### src/rtl/ps2_hex_receiver.sv
// PS/2 keyboard receiver: frames set-2 scan codes and maps the hex-digit keys
// to a 4-bit value, with break-code suppression and an inter-edge timeout.
module ps2_hex_receiver #(
  parameter int unsigned TIMEOUT_CYCLES = 50000
) (
  input  logic       clk,
  input  logic       rst,
  input  logic       ps2_clk,
  input  logic       ps2_data,
  output logic [3:0] a,
  output logic       valid,
  output logic [7:0] code,
  output logic       err
);

  localparam int unsigned TW = $clog2(TIMEOUT_CYCLES + 1);
  localparam logic [TW-1:0] TMO_LIMIT = TW'(TIMEOUT_CYCLES - 1);

  typedef enum logic [1:0] {IDLE, DATA, PARITY, STOP} state_e;

  logic          clk_s1_q, clk_s2_q, clk_prev_q;
  logic          dat_s1_q, dat_s2_q;
  state_e        state_q, state_d;
  logic [2:0]    bit_cnt_q, bit_cnt_d;
  logic [7:0]    shift_q, shift_d;
  logic          parity_q, parity_d;
  logic [TW-1:0] tmo_q, tmo_d;
  logic          rx_done_q, rx_done_d;
  logic          rx_bad_q, rx_bad_d;
  logic [7:0]    rx_byte_q, rx_byte_d;
  logic          brk_q, brk_d;
  logic [3:0]    a_q, a_d;
  logic [7:0]    code_q, code_d;
  logic          valid_q, valid_d;
  logic          err_q, err_d;

  logic          fall;
  logic          hit;
  logic [3:0]    digit;

  assign fall = clk_prev_q & ~clk_s2_q;

  always_comb begin
    hit   = 1'b1;
    digit = 4'h0;
    case (rx_byte_q)
      8'h45: digit = 4'h0;
      8'h16: digit = 4'h1;
      8'h1E: digit = 4'h2;
      8'h26: digit = 4'h3;
      8'h25: digit = 4'h4;
      8'h2E: digit = 4'h5;
      8'h36: digit = 4'h6;
      8'h3D: digit = 4'h7;
      8'h3E: digit = 4'h8;
      8'h46: digit = 4'h9;
      8'h1C: digit = 4'hA;
      8'h32: digit = 4'hB;
      8'h21: digit = 4'hC;
      8'h23: digit = 4'hD;
      8'h24: digit = 4'hE;
      8'h2B: digit = 4'hF;
      default: hit = 1'b0;
    endcase
  end

  always_comb begin
    state_d   = state_q;
    bit_cnt_d = bit_cnt_q;
    shift_d   = shift_q;
    parity_d  = parity_q;
    rx_done_d = 1'b0;
    rx_bad_d  = 1'b0;
    rx_byte_d = rx_byte_q;
    brk_d     = brk_q;
    a_d       = a_q;
    code_d    = code_q;
    valid_d   = 1'b0;
    err_d     = 1'b0;

    if (fall || state_q == IDLE) tmo_d = '0;
    else                         tmo_d = tmo_q + TW'(1);

    case (state_q)
      IDLE: if (fall && !dat_s2_q) begin
        state_d   = DATA;
        bit_cnt_d = '0;
      end
      DATA: if (fall) begin
        shift_d   = {dat_s2_q, shift_q[7:1]};
        bit_cnt_d = bit_cnt_q + 3'd1;
        if (bit_cnt_q == 3'd7) state_d = PARITY;
      end
      PARITY: if (fall) begin
        parity_d = dat_s2_q;
        state_d  = STOP;
      end
      STOP: if (fall) begin
        state_d   = IDLE;
        rx_done_d = 1'b1;
        rx_bad_d  = !(dat_s2_q && (^{shift_q, parity_q}));
        rx_byte_d = shift_q;
      end
      default: state_d = IDLE;
    endcase

    // An edge in the same cycle as the limit keeps the frame alive.
    if (state_q != IDLE && !fall && tmo_q == TMO_LIMIT) begin
      state_d   = IDLE;
      rx_done_d = 1'b1;
      rx_bad_d  = 1'b1;
      tmo_d     = '0;
    end

    // Second stage: a completed frame becomes err, a break-flag update, or a digit.
    if (rx_done_q) begin
      if (rx_bad_q) begin
        err_d = 1'b1;
      end else if (rx_byte_q == 8'hF0) begin
        brk_d = 1'b1;
      end else if (rx_byte_q == 8'hE0) begin
        brk_d = brk_q;
      end else if (brk_q) begin
        brk_d = 1'b0;
      end else if (hit) begin
        a_d     = digit;
        code_d  = rx_byte_q;
        valid_d = 1'b1;
      end
    end
  end

  always_ff @(posedge clk or posedge rst) begin
    if (rst) begin
      clk_s1_q   <= 1'b1;
      clk_s2_q   <= 1'b1;
      clk_prev_q <= 1'b1;
      dat_s1_q   <= 1'b1;
      dat_s2_q   <= 1'b1;
      state_q    <= IDLE;
      bit_cnt_q  <= '0;
      shift_q    <= '0;
      parity_q   <= 1'b0;
      tmo_q      <= '0;
      rx_done_q  <= 1'b0;
      rx_bad_q   <= 1'b0;
      rx_byte_q  <= '0;
      brk_q      <= 1'b0;
      a_q        <= '0;
      code_q     <= '0;
      valid_q    <= 1'b0;
      err_q      <= 1'b0;
    end else begin
      clk_s1_q   <= ps2_clk;
      clk_s2_q   <= clk_s1_q;
      clk_prev_q <= clk_s2_q;
      dat_s1_q   <= ps2_data;
      dat_s2_q   <= dat_s1_q;
      state_q    <= state_d;
      bit_cnt_q  <= bit_cnt_d;
      shift_q    <= shift_d;
      parity_q   <= parity_d;
      tmo_q      <= tmo_d;
      rx_done_q  <= rx_done_d;
      rx_bad_q   <= rx_bad_d;
      rx_byte_q  <= rx_byte_d;
      brk_q      <= brk_d;
      a_q        <= a_d;
      code_q     <= code_d;
      valid_q    <= valid_d;
      err_q      <= err_d;
    end
  end

  assign a     = a_q;
  assign code  = code_q;
  assign valid = valid_q;
  assign err   = err_q;

endmodule

### config.mk
export PLATFORM = sky130hd
export DESIGN_NAME = ps2_hex_receiver
export DESIGN_NICKNAME = d
export VERILOG_FILES = /design/src/rtl/ps2_hex_receiver.sv
export SDC_FILE = /design/constraint.sdc
export NUM_CORES = 1
export LEC_CHECK = 0
export CORE_UTILIZATION = 50
export DETAILED_ROUTE_END_ITERATION = 6
export PLACE_DENSITY = 0.66
export SYNTH_ARGS = -nofsm -noshare
export SYNTH_HDL_FRONTEND = slang
export SYNTH_SLANG_ARGS = --single-unit
### constraint.sdc
create_clock -name clk -period 2.4 [get_ports clk]
set_input_delay 0.48 -clock clk [delete_from_list [all_inputs] [get_ports clk]]
set_output_delay 0.48 -clock clk [all_outputs]
set_load 0.02 [all_outputs]
==> results of run 1 <==
sequential cells by signal, summed over array words and instances, names as in the netlist, 2 cells and up:
name       count
code           8
state_q        2
a              4
shift_q        8
rx_byte_q      8
tmo_q         16
bit_cnt_q      3
critical path, stage by stage (launching register included):
cell and delay (ns):
dfrtp_1 0.72, nand4b_1 0.26, nor4_1 0.42, or3_4 0.25, nor3_4 0.07, o32ai_1 0.30
power by group through the flow:
| stage | sequential (W) | clock (W) | combinational [W] |
|---|---|---|---|
| floorplan | 0.00124 | 0 | 0.000567 |
| global placement | 0.00132 | 0 | 0.000597 |
| detailed placement | 0.00132 | 0 | 0.000607 |
| CTS | 0.00131 | 0.000932 | 0.000615 |
| global route | 0.00133 | 0.000965 | 0.000684 |
| finish | 0.00131 | 0.000910 | 0.000608 |
cells in the mapped netlist (3+ instances only):
| library cell | instances | area [um^2] |
|---|---|---|
| nand4_1 | 4 | 25.0 |
| and2_1 | 3 | 18.8 |
| mux2_2 | 18 | 203 |
| a21oi_1 | 4 | 20.0 |
| a31oi_1 | 4 | 25.0 |
| inv_1 | 12 | 45.0 |
| dfrtp_1 | 55 | 1380 |
| nor2b_1 | 4 | 25.0 |
| nor4_1 | 4 | 25.0 |
| o32ai_1 | 3 | 26.3 |
| and3_1 | 5 | 31.3 |
| nand3_1 | 7 | 35.0 |
| ha_1 | 7 | 87.6 |
| o21ai_0 | 7 | 35.0 |
| a21o_1 | 3 | 22.5 |
| nand2_1 | 28 | 105 |
| clkbuf_1 | 3 | 11.3 |
| and4_1 | 3 | 26.3 |
| nor2_1 | 23 | 86.3 |
| xnor2_1 | 11 | 96.3 |
| dfstp_2 | 5 | 131 |
| nor3b_1 | 3 | 22.5 |
| nor3_1 | 9 | 45.0 |
| o22ai_1 | 3 | 18.8 |
| xor2_1 | 14 | 123 |
| buf_2 | 6 | 30.0 |
| o2bb2ai_1 | 3 | 26.3 |
| nand2b_1 | 4 | 25.0 |
layout make-up:
cell class / instances / area share, %
flip-flops and latches: 60 / 42.3
multi-input cells: 210 / 42.2
repair buffers: 22 / 6.18
clock buffers: 12 / 4.07
well taps: 75 / 2.63
clock inverters: 4 / 1.40
inverters: 12 / 1.26
stage by stage:
step	area [um^2]	utilization (%)	cells	setup WS [ns]	hold WS, ns
floorplan	3140	-	295	0.444	0.345
global placement	3370	56.3	379	0.416	0.346
detailed placement	3370	56.3	379	0.342	0.347
CTS	3570	59.5	395	0.347	0.357
global route	3570	59.5	395	0.197	0.358
finish	3570	59.5	395	0.288	0.356
metal layers:
| metal | global-route usage, % | share of wire (%) | up-vias |
|---|---|---|---|
| met1 | 26.0 | 48 | 1054 |
| met4 | 12.0 | 2.0 | 0 |
| met5 | 0 | 0 | - |
| li1 | - | - | 1094 |
| met2 | 31.2 | 47 | 48 |
| met3 | 4.04 | 3.3 | 12 |
kinds of logic (layout without fill, tap and decap cells):
| kind of cell | count (synthesis) | in the layout | synth area share [%] |
|---|---|---|---|
| buffers and inverters | 25 | 50 | 3.95 |
| AOI/OAI and AO/OA | 47 | 47 | 11.2 |
| DFF | 60 | 60 | 48.1 |
| adders and majority gates | 7 | 7 | 2.79 |
| muxes | 19 | 19 | 6.78 |
| and+or+nand+nor | 111 | 111 | 19.5 |
| xor gates and xnor gates | 26 | 26 | 7.70 |
worst paths after layout:
| path | cells past startpoint | end | startpoint | slack (ns) |
|---|---|---|---|---|
| max in group asynchronous | 3 | dat_s2_q | rst | 1.56 |
| worst max register to register | 5 | code[2] | rx_byte_q[4] | 0.29 |
| worst max-delay path | 5 | code[2] | rx_byte_q[4] | 0.29 |
| worst min register to register | 0 | clk_s2_q | clk_s1_q | 0.36 |
| min in group asynchronous | 3 | code[2] | rst | 0.51 |
| worst min-delay path | 0 | clk_s2_q | clk_s1_q | 0.36 |
==> flow_metrics.py, run 1 <==
metrics = {
    "clock_tree": {
        "ctsHoldBuffers": 0,
        "cts_root_buf": "clkbuf_8",
        "ctsResizeCount": 0,
        "cts_sinks": 60,
        "htree_levels": 3,
        "clkTransAtPathRegs_ns": 0.08,
        "cts_tree": "built",
        "clk_latency_ns": 0.34,
        "cts_buffer_depth": 2,
        "cts_setup_buffers": 0,
        "numCtsBuffers": 9,
    },
    "finish": {
        "area_delta_synth_final_pct": 13.7,
        "antenna_cells": 0,
        "drive_gt1_share_pct": 16.9,
        "layout_common_cells": "55 x dfrtp_1, 28 x nand2_1, 23 x nor2_1",
        "finalNetCount": 326,
        "layout_commonest_cell": "dfrtp_1",
        "multi_input_area_mm2": 0.00150,
        "fillers": 473,
        "regArea_mm2": 0.00151,
    },
    "drt": {
        "dr_total_vias": 2208,
        "drtIter0Drc": 164,
        "finalWirelength_um": 5870,
        "ant_nets": 0,
        "dr.pass1.iters": 4,
        "drc": 0,
        "wl_per_cell_um": 14.9,
        "vias_per_cell": 5.59,
    },
    "die": {
        "ios": 18,
        "coreArea_mm2": 0.00599,
        "die_h_um": 81.2,
        "start_util_pct": 52.3,
        "rows": 28,
        "dieArea_mm2": 0.00659,
        "die_w_um": 81.2,
    },
    "min_path": {
        "hp-class": "reg2reg",
    },
    "logic_synthesis": {
        "syn_nets": 306,
        "ys_types": 61,
        "yosys_warnings": 0,
        "asyncSetResetFlopFracSynth_pct": 100,
        "yosysSeqAreaShare_pct": 48.1,
        "syn-instance-count": 295,
        "syn_avg_cell_area_um2": 10.6,
        "synth.cell_area_mm2": 0.00314,
        "synth_edf_count": 0,
        "synthFlopType": "dfrtp_1",
        "synth.ff_latch_count": 60,
    },
    "sta": {
        "min_period_over_period_pct": 88.0,
        "finalHoldViolations": 0,
        "slew_headroom_pct": 60.3,
        "setup_violations": 0,
        "final.setup_skew_ns": 0.0128,
        "fin_crit_ns": 2.11,
        "finalMaxSlewViolations": 0,
        "tns_ns": 0,
        "tightest_slew_ns": 0.595,
        "rsz0062_at_grt": "no",
        "timing.fmax_mhz": 474,
    },
    "power_and_ir_drop": {
        "peakVddDrop_mv": 0.576,
        "power_frac_clock_pct": 32.2,
        "p_switching_w": 0.000861,
        "power_w": 0.00283,
        "p_seq_share_pct": 46.3,
        "p_per_area_mw_per_mm2": 792,
        "switching_share_pct": 30.5,
        "p_leak_nw": 1.58,
        "p_int_w": 0.00196,
        "combPwrFrac_pct": 21.5,
    },
    "status": {
        "status": "finished, final reports clean",
    },
    "run": {
        "maxCapViolations": 0,
    },
    "placed_design": {
        "gp_congestion": 0.862,
        "numPortBuffers": 17,
        "hpwl_um": 3910,
    },
    "critical_path": {
        "criticalPathCategory": "reg2reg",
        "start_kind": "flop",
        "arrival_ns": 2.35,
        "crit_path_end_kind": "flop",
        "cp_max_fo": 17,
        "critPathRequiredTime_ns": 2.64,
    },
    "global_route": {
        "first_global_vias": 2103,
        "overflow": 0,
        "grt_max_degree": 61,
        "grt_pass1_wl_um": 9870,
        "antenna_found_initial": 0,
        "grt_use_total_pct": 20.1,
    },
}
(Power assumes the default switching activity.)
==> inputs of run 2 (changes only) <==
- SLEW_MARGIN: unset -> 20
==> results of run 2 <==
Same layout as run 1: the final DEF is identical, and so are final timing and power.
==> inputs of run 3 (changes only) <==
- CTS_CLUSTER_DIAMETER: unset -> 120
==> results of run 3 <==
Same layout as run 1: the final DEF is identical, and so are final timing and power.
